`src/rtl/rf_stream_pkg.sv`:
```
// ============================================================================
// Module      : rf_stream_pkg
// Description : Shared geometry, FSM encoding and pointer helper for the
//               lane-masked register-file streamer.
// Revision    : 1.0 - initial release
// ============================================================================
`default_nettype none

package rf_stream_pkg;

    localparam int DEPTH   = 10;
    localparam int LANES   = 4;
    localparam int LANE_W  = 16;
    localparam int MAX_LEN = DEPTH * LANES;

    localparam int PTR_W   = 4;
    localparam int LEN_W   = 6;
    localparam int LANE_CW = 2;
    localparam int ENTRY_W = LANES * LANE_W;

    localparam logic OP_WR = 1'b0;
    localparam logic OP_RD = 1'b1;

    typedef enum logic [2:0] {
        ST_IDLE       = 3'd0,
        ST_WR_COLLECT = 3'd1,
        ST_WR_COMMIT  = 3'd2,
        ST_RD_FETCH   = 3'd3,
        ST_RD_DRAIN   = 3'd4
    } state_t;

    // Entry pointers wrap from the last entry back to entry 0.
    function automatic logic [PTR_W-1:0] ptr_inc(input logic [PTR_W-1:0] p);
        return (p == PTR_W'(DEPTH - 1)) ? '0 : p + PTR_W'(1);
    endfunction

endpackage

`default_nettype wire

```
`src/rtl/rf_lane_streamer.sv`:
```
// ============================================================================
// Module      : rf_lane_streamer
// Description : Burst controller turning 16-bit word streams into lane-masked
//               register-file writes (port A) and entry reads (port B).
// Revision    : 1.0 - initial release
// ============================================================================
`default_nettype none

module rf_lane_streamer
    import rf_stream_pkg::*;
(
    input  logic                 clk,
    input  logic                 reset,

    input  logic                 cmd_valid,
    output logic                 cmd_ready,
    input  logic                 cmd_op,
    input  logic [PTR_W-1:0]     cmd_base,
    input  logic [LEN_W-1:0]     cmd_len,
    output logic                 err,
    output logic                 busy,

    input  logic                 in_valid,
    output logic                 in_ready,
    input  logic [LANE_W-1:0]    in_data,

    output logic                 out_valid,
    input  logic                 out_ready,
    output logic [LANE_W-1:0]    out_data,

    output logic [PTR_W-1:0]     rf_A,
    output logic [ENTRY_W-1:0]   rf_DIA,
    output logic [LANES-1:0]     rf_MUXA,
    output logic                 rf_CSA,
    output logic                 rf_WEAN,
    output logic                 rf_OEA,

    output logic [PTR_W-1:0]     rf_B,
    output logic                 rf_CSB,
    output logic                 rf_WEBN,
    output logic                 rf_OEB,
    input  logic [ENTRY_W-1:0]   rf_DOB
);

    state_t               r_state;
    logic [PTR_W-1:0]     r_ptr;
    logic [LANE_CW-1:0]   r_lane;
    logic [LEN_W-1:0]     r_remaining;
    logic [ENTRY_W-1:0]   r_stage;
    logic [LANES-1:0]     r_mask;
    logic [ENTRY_W-1:0]   r_rdbuf;
    logic                 r_err;

    logic                 w_cmd_bad;
    logic                 w_last_lane;
    logic                 w_last_word;

    assign w_cmd_bad   = (cmd_len == '0) ||
                         (cmd_len > LEN_W'(MAX_LEN)) ||
                         (cmd_base >= PTR_W'(DEPTH));
    assign w_last_lane = (r_lane == LANE_CW'(LANES - 1));
    assign w_last_word = (r_remaining == LEN_W'(1));

    always_ff @(posedge clk or posedge reset) begin
        if (reset) begin
            r_state     <= ST_IDLE;
            r_ptr       <= '0;
            r_lane      <= '0;
            r_remaining <= '0;
            r_stage     <= '0;
            r_mask      <= '0;
            r_rdbuf     <= '0;
            r_err       <= 1'b0;
        end else begin
            r_err <= 1'b0;
            case (r_state)
                ST_IDLE: begin
                    if (cmd_valid) begin
                        r_ptr       <= cmd_base;
                        r_remaining <= cmd_len;
                        r_lane      <= '0;
                        r_mask      <= '0;
                        if (w_cmd_bad)
                            r_err <= 1'b1;
                        else if (cmd_op == OP_RD)
                            r_state <= ST_RD_FETCH;
                        else
                            r_state <= ST_WR_COLLECT;
                    end
                end

                ST_WR_COLLECT: begin
                    if (in_valid) begin
                        r_stage[r_lane*LANE_W +: LANE_W] <= in_data;
                        r_mask[r_lane]                   <= 1'b1;
                        r_remaining                      <= r_remaining - LEN_W'(1);
                        if (w_last_lane || w_last_word)
                            r_state <= ST_WR_COMMIT;
                        else
                            r_lane <= r_lane + LANE_CW'(1);
                    end
                end

                // Staging is cleared so a partial entry never carries stale lanes.
                ST_WR_COMMIT: begin
                    r_mask  <= '0;
                    r_stage <= '0;
                    r_lane  <= '0;
                    r_ptr   <= ptr_inc(r_ptr);
                    r_state <= (r_remaining == '0) ? ST_IDLE : ST_WR_COLLECT;
                end

                ST_RD_FETCH: begin
                    r_rdbuf <= rf_DOB;
                    r_state <= ST_RD_DRAIN;
                end

                ST_RD_DRAIN: begin
                    if (out_ready) begin
                        r_remaining <= r_remaining - LEN_W'(1);
                        if (w_last_lane || w_last_word) begin
                            r_lane  <= '0;
                            r_ptr   <= ptr_inc(r_ptr);
                            r_state <= w_last_word ? ST_IDLE : ST_RD_FETCH;
                        end else begin
                            r_lane <= r_lane + LANE_CW'(1);
                        end
                    end
                end

                default: r_state <= ST_IDLE;
            endcase
        end
    end

    assign cmd_ready = (r_state == ST_IDLE);
    assign busy      = (r_state != ST_IDLE);
    assign err       = r_err;
    assign in_ready  = (r_state == ST_WR_COLLECT);
    assign out_valid = (r_state == ST_RD_DRAIN);
    assign out_data  = r_rdbuf[r_lane*LANE_W +: LANE_W];

    // Port controls decode purely from registered state and counters.
    assign rf_CSA  = (r_state == ST_WR_COMMIT);
    assign rf_WEAN = (r_state != ST_WR_COMMIT);
    assign rf_OEA  = 1'b0;
    assign rf_A    = (r_state == ST_WR_COMMIT) ? r_ptr : '0;
    assign rf_MUXA = (r_state == ST_WR_COMMIT) ? r_mask : '0;
    assign rf_DIA  = r_stage;

    assign rf_CSB  = (r_state == ST_RD_FETCH);
    assign rf_OEB  = (r_state == ST_RD_FETCH);
    assign rf_WEBN = 1'b1;
    assign rf_B    = (r_state == ST_RD_FETCH) ? r_ptr : '0;

endmodule

`default_nettype wire

```
`config.mk`:
```
export PLATFORM = sky130hd
export DESIGN_NAME = rf_lane_streamer
export DESIGN_NICKNAME = d
export VERILOG_FILES = /design/src/rtl/rf_stream_pkg.sv /design/src/rtl/rf_lane_streamer.sv
export SDC_FILE = /design/constraint.sdc
export NUM_CORES = 1
export LEC_CHECK = 0
export CAP_MARGIN = 20
export CORE_MARGIN = 5
export CORE_UTILIZATION = 48
export CTS_CLUSTER_SIZE = 40
export DETAILED_ROUTE_END_ITERATION = 8
export PLACE_DENSITY = 0.81
export SYNTH_ARGS = -nofsm -noshare
export SYNTH_HDL_FRONTEND = slang
export SYNTH_SLANG_ARGS = --single-unit
```
`constraint.sdc`:
```
create_clock -name clk -period 7.7 [get_ports clk]
set_input_delay 1.925 -clock clk [delete_from_list [all_inputs] [get_ports clk]]
set_output_delay 1.925 -clock clk [all_outputs]
set_load 0.02 [all_outputs]
```
==> results.ini <==
[power_and_ir_drop]
swShare_pct = 38.3
seqPwrFrac_pct = 36.5
pwr-share-clk_pct = 21.8
p_int_uw = 2110
p_per_area_nw_per_um2 = 364
irDropWorstVdd_mv = 0.223
p_switching_uw = 1310
p_comb_share_pct = 41.7
p_leak_uw = 0.00423

[yosys]
synthAdderAreaFrac_pct = 2.00
synth_top_family_by_area = simple AND/OR/NAND/NOR gates
synth_enable_flop_cells = 0
avgSynthCellArea_sq_um = 9.75
yosys.area_share.simple_pct = 20.7
yosysWarnings = 0
yosys.area.top_type = dfrtp_1
yosysTopAreaCellShare_pct = 53.9
synthXorXnorAreaFrac_pct = 0.509
synth_area_sq_um = 6880
synthTopCellsByCount = nand2_1, dfrtp_1, o21ai_0, a22o_1
yosysMostFrequentCell = nand2_1
ys_ff_latch = 148
syn_inst = 705
synth.area.top_cells = dfrtp_1, nand2_1, mux4_2
ys.flop_type = dfrtp_1
syn-num-nets = 812
ys_types = 56
synth_seq_area_share_pct = 53.9
async_flop_share_pct = 100
muxShareOfSynthArea_pct = 6.28
synth_compound_area_share_pct = 12.2

[sta]
min_period_ps = 5680
slew_headroom_pct = 30.7
setup_ws_ps = 2020
tightest_slew_ps = 1040
drv_slew = 0
finalHoldViolCount = 0
tns_ps = 0
clock_skew_ps = 8.02
rsz0062_at_grt = no
finalSetupViolations = 0
finalCritPeriodShare_pct = 73.7
fmax_ghz = 0.176

[floorplan]
die_area_sq_um = 16800
die_y_microns = 130
start_util_pct = 49.2
fp.dieW_microns = 130
ioPinCount = 199
placementRows = 43
core_region_area_sq_um = 14000

[setup_path]
worstSetupPathType = flip-flop to output port
crit_chain = nor2b_1 -> nand2_2 -> buf_4 -> inv_2 -> clkdlybuf4s50_1
critPathLaunch = r_state[1]
reg2reg_to = rf_DIA[19]
critPathBufInv = 3
required_ps = 5780
startpoint_type = flip-flop
critical-path-top-delay-family = buffers and inverters
reg2reg_depth = 6
cp_slowest_cell = dfrtp_1
r2r-start = r_lane[1]
cp_max_fo = 69
crit_path_end_kind = output port
cpPeakStageDelay_ps = 980
worstPathArrival_ps = 3750
r2r_setup_slack_ps = 4570

[cts]
cts_hold_buf = 0
clock_latency_ps = 420
numCtsBuffers = 17
cts_sinks = 148
cts_resized = 0
cts_root_buf = clkbuf_16
h-tree-depth = 4
cts_setup_buffers = 0
path_clk_slew_ps = 60
cts_tree = yes
clock_path_buffers = 2

[cells_and_area]
postLayoutCoreUtil_pct = 67.2
seq_area_sq_um = 3700
nFillCells = 1112
multi_input_area_sq_um = 2880
fin_nets = 986
drive_above_1_share_pct = 6.62
area_delta_synth_final_pct = 36.7
fin_area_sq_um = 9400
diodes = 0

[placement]
io_buffers = 196
place_area_sq_um = 8860
globalplace.congestion = 0.868
pre_cts_slack_ps = 2480
hpwl_microns = 12700

[detailed_routing]
drtAntennaViolNets = 0
drt_wl_total_microns = 17800
via_count = 5682
wl_per_cell_microns = 16.7
viasPerCell = 5.31
drtPass1Iterations = 5
drt-initial-drc-count = 404
drc = 0

[worst_hold_path]
worstHoldStart = r_rdbuf[39]
holdPathStages = 2
hold_path_end = r_rdbuf[39]
worstHoldPathType = flip-flop to flip-flop

[grt]
grt_pass1_vias = 5603
grt-ovfl-total = 0
antenna_found_initial = 0
grt_start_max_net_pins = 83
track_usage_pct = 21.7
grt_pass1_wl_microns = 28700

[outcome]
status = complete, no violations

[flow_run]
maxCapViolCount = 0

-- per-stage QoR --
stage	total power (uW)	instances	hold WS, ps
6_report	3430	1071	470
3_3_place_gp	2640	1039	452
4_1_cts	3450	1070	473
5_1_grt	3660	1071	493
3_5_place_dp	2680	1039	458
2_1_floorplan	2170	705	440
-- worst reg2reg max path: cells and delay by family, from the launching register on --
kind / cells / cell delay (ps)
compound gates: 1 / 250
fa+ha+maj: 1 / 440
buf+inv: 2 / 360
flops: 1 / 980
simple gates: 2 / 1040
-- worst max-delay path by stage --
stage	end	slack (ps)	cells after the start
CTS	rf_OEB	2020	5
global placement	rf_OEB	2460	5
finish	rf_CSB	2020	5
floorplan	err	1800	1
global route	rf_CSB	1710	5
detailed placement	rf_OEB	2480	5
-- registers in the layout, summed over array words and instances (netlist names) --
signal	count
err	1
r_mask	4
r_remaining	6
r_ptr	4
rf_DIA	64
r_lane	2
r_rdbuf	64
r_state	3
-- routing by layer --
| layer | up-vias | GRT usage, % | wire, microns |
|---|---|---|---|
| met5 | - | 0 | 0 |
| met4 | 0 | 6.60 | 286 |
| met3 | 29 | 7.08 | 1700 |
| met2 | 225 | 34.5 | 8390 |
| met1 | 2703 | 28.5 | 7460 |
| li1 | 2725 | - | - |
-- placed cells by master (no fill, tap or decap), types with 3 or more instances in the layout --
| master | netlist | final |
|---|---|---|
| o22ai_1 | 3 | 3 |
| nand4b_1 | 4 | 4 |
| clkinv_2 | 0 | 4 |
| o31ai_1 | 3 | 3 |
| a31oi_1 | 4 | 4 |
| inv_6 | 0 | 3 |
| clkdlybuf4s50_1 | 0 | 196 |
| o21ai_0 | 41 | 41 |
| dfrtp_1 | 148 | 148 |
| clkinvlp_4 | 0 | 3 |
| mux4_2 | 16 | 16 |
| a22o_1 | 34 | 34 |
| a21oi_1 | 12 | 12 |
| a211oi_1 | 4 | 4 |
| a21o_1 | 6 | 6 |
| nor4_1 | 3 | 3 |
| buf_4 | 5 | 4 |
| nand2_1 | 266 | 265 |
| clkbuf_16 | 0 | 17 |
| nor3_1 | 11 | 11 |
| nand3_1 | 3 | 3 |
| ha_1 | 11 | 11 |
| a211o_1 | 3 | 3 |
| inv_1 | 16 | 14 |
| xnor2_1 | 3 | 3 |
| nand2b_1 | 3 | 3 |
| and2_1 | 6 | 6 |
| nor2_1 | 19 | 19 |
| mux2i_1 | 6 | 6 |
-- cells by family (layout without fill, tap and decap cells) --
family | Yosys count | after routing
and+or+nand+nor | 332 | 332
DFF | 148 | 148
AOI/OAI and AO/OA | 124 | 124
buffers and inverters | 61 | 247
muxes | 23 | 23
adders and majority gates | 11 | 11
xor gates and xnor gates | 4 | 4
other | 2 | 2
-- cell type report --
type                       instances  share of cell area [%]
sequential                       148                    39.4
multi-input combinational        496                    30.6
timing repair buffer             200                    21.2
clock buffer                      20                    4.86
tap                              180                    2.40
clock inverter                    11                   0.825
inverter                          16                   0.692
-- power by group through the flow --
stage | Combinational (uW) | Clock (uW) | Sequential [uW]
final | 1430 | 747 | 1250
after global routing | 1580 | 793 | 1290
after CTS | 1440 | 759 | 1250
after detailed placement | 1420 | 0 | 1260
after global placement | 1400 | 0 | 1250
after floorplan | 949 | 0 | 1220
Power figures use the tool's default switching activity.
==> RTL change 1, RTL diff (same settings) <==
The package constant `LANES` goes from 4 to 3.
--- a/src/rtl/rf_stream_pkg.sv
+++ b/src/rtl/rf_stream_pkg.sv
@@ -9,7 +9,7 @@
 package rf_stream_pkg;
 
     localparam int DEPTH   = 10;
-    localparam int LANES   = 4;
+    localparam int LANES   = 3;
     localparam int LANE_W  = 16;
     localparam int MAX_LEN = DEPTH * LANES;
 
Ports: changed (resized rf_DIA, rf_DOB and rf_MUXA); port bits go from 199 to 166. No check against the original RTL was run, so the function may have changed too.
==> RTL change 1 against the unedited design <==
Power fell by 3.6%; sequential share of layout area fell by 3.6 points; synthesized area down 17%; sequential cell count shrank 33; setup slack better by 0.23 ns; routed wire length down 8.4%; design area shrank 15%; clock power is 5.0% higher; register-to-register slack gained 0.13 ns; critical path type unchanged; largest cell class unchanged; largest power group unchanged.
==> RTL change 1: results (changes against the unedited design) <==
Synth Warn # 0 (unchanged); routed wl met3 1240 microns (-27%); met3 GRT Util 6.51% (-0.58 points); Metal-1 WL 7040 microns (-5.6%); vias in the first global route 5278 (-5.8%); Top delay family on crit path buffers and inverters; max incr delay on CP 0.89 ns (-0.09 ns); final WL 16300 microns (-8.4%); CTS Buf Count 17 (unchanged); Worst R2R Path Depth 6 (unchanged); gr usage total 22.7% (+1.0 points); drt pass-1 iters 5 (unchanged); Fillers 955 (-14%); Synth Area in Compound Gates 13.5% (+1.3 points); synth unique cells 52 (-7.1%); post-synthesis sequential area ratio 50.2% (-3.7 points); DR WL met2 7790 microns (-7.2%); Slew @ Worst Pin 1.02 ns (-0.0151 ns); root buffer cell clkbuf_16; reg2reg setup slack 4.70 ns (+0.13 ns); worst hold path type reg -> reg; CTS Buffer Depth 2 (unchanged); Post-DP HPWL 11400 microns (-10%); Adder-Cell Fraction of Synth Area 1.96% (-0.038 points); Initial DRC Count 556 (+38%); nets 896 (-9.1%); post-synthesis mux area share 4.25% (-2.0 points); Max VDD drop 239 uV (+7.1%); worst-path fanout max 51 (-26%); port bufs 163 (-17%); arrival time worst endpoint 3.53 ns (-0.22 ns); Layout Skew 0.00813 ns (+0.000107 ns); largest net degree at the start of global routing 65 (-22%); GR Util met2 36.8% (+2.3 points); CP max stage cell dfrtp_1; final RePlAce weighted congestion 0.915 (+5.4%); Mapped Nets 748 (-7.9%); status complete, no violations; synth cell count leaders nand2_1 (249), dfrtp_1 (115), o21ai_0 (39), inv_1 (30), mux2i_1 (21); met1 usage 29.8% (+1.3 points); post-cts sizing count 0 (unchanged); CTS H-tree depth 4 (unchanged); Clk pin slew, worst setup/hold paths 0.06 ns (about the same); P_leak 3.58 nW (-15%); dominant cells by area after synthesis dfrtp_1 (50%), nand2_1 (16%), mux2i_1 (3.7%); top_reg_cell synth dfrtp_1; Post-Synth XOR/XNOR Area 0.764% (+0.25 points); drt via density 5.46 (+2.9%); share of layout cells above drive strength 1 6.11% (-0.52 points); first-pass GRT wire length 26200 microns (-8.8%)
## RTL change 1: cell count changes in the layout (fill, tap and decap cells not counted), sizes merged, moves of 15 or more
| cell | before | now |
|---|---|---|
| mux4 | 16 | 0 |
| nand2 | 266 | 249 |
| o31ai | 3 | 18 |
| mux2i | 6 | 21 |
| clkdlybuf4s50 | 196 | 163 |
| a22o | 34 | 1 |
| dfrtp | 148 | 115 |
## RTL change 1: per-stage QoR
step	hold WS, ns	setup WS, ns	area (sq um)	power, W	instances
2_1_floorplan	0.445	2.73	5740	0.00196	659
3_3_place_gp	0.458	2.80	7370	0.00243	931
3_5_place_dp	0.462	2.71	7370	0.00247	931
4_1_cts	0.475	2.25	7960	0.00327	962
5_1_grt	0.494	1.95	8030	0.00351	966
6_report	0.473	2.25	8030	0.00330	966
## RTL change 1: worst register-to-register path, stage by stage (launching register included)
cell and delay (ns):
dfrtp_1 0.80, buf_4 0.42, inv_1 0.19, ha_1 0.42, nor4_4 0.75, nand2_1 0.16, o21ai_1 0.18
## RTL change 1: layout make-up
class                   count  area [sq um]  area share, %
inverters                  31           119           1.48
multi-input cells         471          2530           31.5
well taps                 147           184           2.29
repair buffers            171          1730           21.6
clock inverters            10           134           1.67
clock buffers              21           450           5.61
flip-flops and latches    115          2880           35.8
## RTL change 1: final timing paths
check | start | to
max in group asynchronous | reset | r_remaining[1]
max reg2reg | r_lane[0] | rf_DIA[3]
min reg2reg | r_rdbuf[34] | r_rdbuf[34]
max | r_state[0] | rf_CSB
min | r_rdbuf[34] | r_rdbuf[34]
min in group asynchronous | reset | r_rdbuf[28]
## RTL change 1: where the power goes
group,switching [W],total (W),internal [W]
Sequential,0.000215,0.00103,0.000819
Combinational,0.000831,0.00148,0.000650
Clock,0.000271,0.000784,0.000513
Total,0.00132,0.00330,0.00198
==> RTL change 2, RTL diff (config.mk and constraints unchanged) <==
Made on the original files. Re-encode `state_t` (5 states) as Gray code, 3 bits wide.
--- a/src/rtl/rf_stream_pkg.sv
+++ b/src/rtl/rf_stream_pkg.sv
@@ -22,11 +22,11 @@
     localparam logic OP_RD = 1'b1;
 
     typedef enum logic [2:0] {
-        ST_IDLE       = 3'd0,
-        ST_WR_COLLECT = 3'd1,
-        ST_WR_COMMIT  = 3'd2,
-        ST_RD_FETCH   = 3'd3,
-        ST_RD_DRAIN   = 3'd4
+        ST_IDLE       = 3'b000,
+        ST_WR_COLLECT = 3'b001,
+        ST_WR_COMMIT  = 3'b011,
+        ST_RD_FETCH   = 3'b010,
+        ST_RD_DRAIN   = 3'b110
     } state_t;
 
     // Entry pointers wrap from the last entry back to entry 0.
Behaviour: same outputs for any inputs over 4 cycles, from zero or initial values and one cycle with reset high; so few cycles prove little.
==> RTL change 2 against the unedited design <==
Sequential power fell by 3%; synthesized area down 4.5%; power decreased by 0.51%; routed wire length increased by 3.1%; critical path depth is the same; critical endpoint is now rf_B[2]; sequential cell count unchanged; design area shrank 1.4%; highest routed layer unchanged; combinational power fell by 7%; setup slack gained 0.58 ns.
==> RTL change 2: results (changes against the unedited design) <==
placed cell count 963 (-7.3%); Max VDD drop 207 uV (-7.2%); post-synthesis sequential area ratio 56.4% (+2.5 points); post-place instance area 0.00861 sq mm (-2.8%); Cells after Synth 628 (-11%); Synth Area in Compound Gates 13.9% (+1.7 points); synth cell count leaders nand2_1 (209), dfrtp_1 (148), a22o_1 (64), clkbuf_1 (25); P_leak 4.29 nW (+1.5%); met1 usage 29.9% (+1.4 points); arrival time worst endpoint 3.18 ns (-0.57 ns); Adder-Cell Fraction of Synth Area 1.90% (-0.097 points); post-synthesis mux area share 5.96% (-0.32 points); Layout Skew 0.00858 ns (+0.000557 ns); worst rel slew slack 25.6% (-5.1 points); max incr delay on CP 0.88 ns (-0.10 ns); gr usage total 23.3% (+1.6 points); largest net degree at the start of global routing 85 (+2.4%); Setup TNS 0 ns (unchanged); drt via density 5.59 (+5.4%); nets 914 (-7.3%); CP max stage cell dfrtp_1; Post-Synth XOR/XNOR Area 0.133% (-0.38 points); Clk pin slew, worst setup/hold paths 0.06 ns (about the same); worst-path fanout max 33 (-52%); Post-DP HPWL 13100 microns (+2.8%); share of layout cells above drive strength 1 7.80% (+1.2 points); final RePlAce weighted congestion 0.868 (about the same); first-pass GRT wire length 29800 microns (+3.6%); vias in the first global route 5771 (+3.0%); Mapped Nets 734 (-9.6%); final WL 18400 microns (+3.1%); Post-synth ARST share 100% (unchanged); Ant. Diodes 0 (unchanged); via count 5574 (-1.9%); synth unique cells 52 (-7.1%); met3 GRT Util 6.47% (-0.61 points); Initial DRC Count 513 (+27%); status complete, no violations; GR Util met2 37.8% (+3.3 points); dominant cells by area after synthesis dfrtp_1 (56%), nand2_1 (12%), a22o_1 (8.5%); clock latency at the later pin of the worst-skew pair 0.42 ns (about the same)
RTL change 2: worst max-delay path, delay by kind of cell, from the launching register on:
kind,cells,cell delay (ns)
buffers and inverters,2,1.07
and+or+nand+nor,3,0.80
DFF,1,0.88
RTL change 2: through the flow:
step                util [%]  worst slack (ns)  hold slack (ns)  total power [W]
floorplan                  -              1.80            0.440          0.00204
global placement        64.5              2.65            0.451          0.00247
detailed placement      64.5              2.52            0.457          0.00254
CTS                     69.1              2.06            0.472          0.00341
global route            69.5              2.32            0.501          0.00362
finish                  69.5              2.60            0.469          0.00341
RTL change 2: cells by family (layout without fill, tap and decap cells):
family,after synthesis,count (layout)
fa+ha+maj,10,10
buf+inv,54,247
xor+xnor,1,1
mux,19,19
simple gates,274,274
flops,148,148
other cells,2,2
compound gates,120,120
RTL change 2: layout make-up:
| type | instances | area [sq um] |
|---|---|---|
| flip-flops and latches | 148 | 3700 |
| repair buffers | 202 | 2040 |
| clock buffers | 20 | 437 |
| fillers | 978 | 4080 |
| inverters | 13 | 53.8 |
| well taps | 176 | 220 |
| multi-input cells | 426 | 2640 |
| clock inverters | 12 | 179 |
RTL change 2: layer usage:
layer	wire length, microns	share of wire (%)
met2	8870	48
met1	7460	41
met5	0	0
met4	408	2.2
met3	1660	9.0
RTL change 2: where the power goes:
group | internal, W | leakage, nW | switching [W]
sequential | 0.00102 | 1.92 | 0.000193
combinational | 0.000591 | 2.09 | 0.000744
clock | 0.000542 | 0.279 | 0.000319
RTL change 2: path summary, 6_finish.rpt:
| kind | start | slack, ns | endpoint | depth (start not counted) |
|---|---|---|---|---|
| setup / recovery | r_state[1] | 2.60 | rf_B[2] | 5 |
| hold / removal | r_rdbuf[55] | 0.47 | r_rdbuf[55] | 2 |
| setup reg to reg | r_state[0] | 4.30 | rf_DIA[0] | 4 |
| hold reg to reg | r_rdbuf[55] | 0.47 | r_rdbuf[55] | 2 |
| max in group asynchronous | reset | 4.66 | r_mask[2] | 4 |
| min in group asynchronous | reset | 1.95 | rf_DIA[24] | 2 |
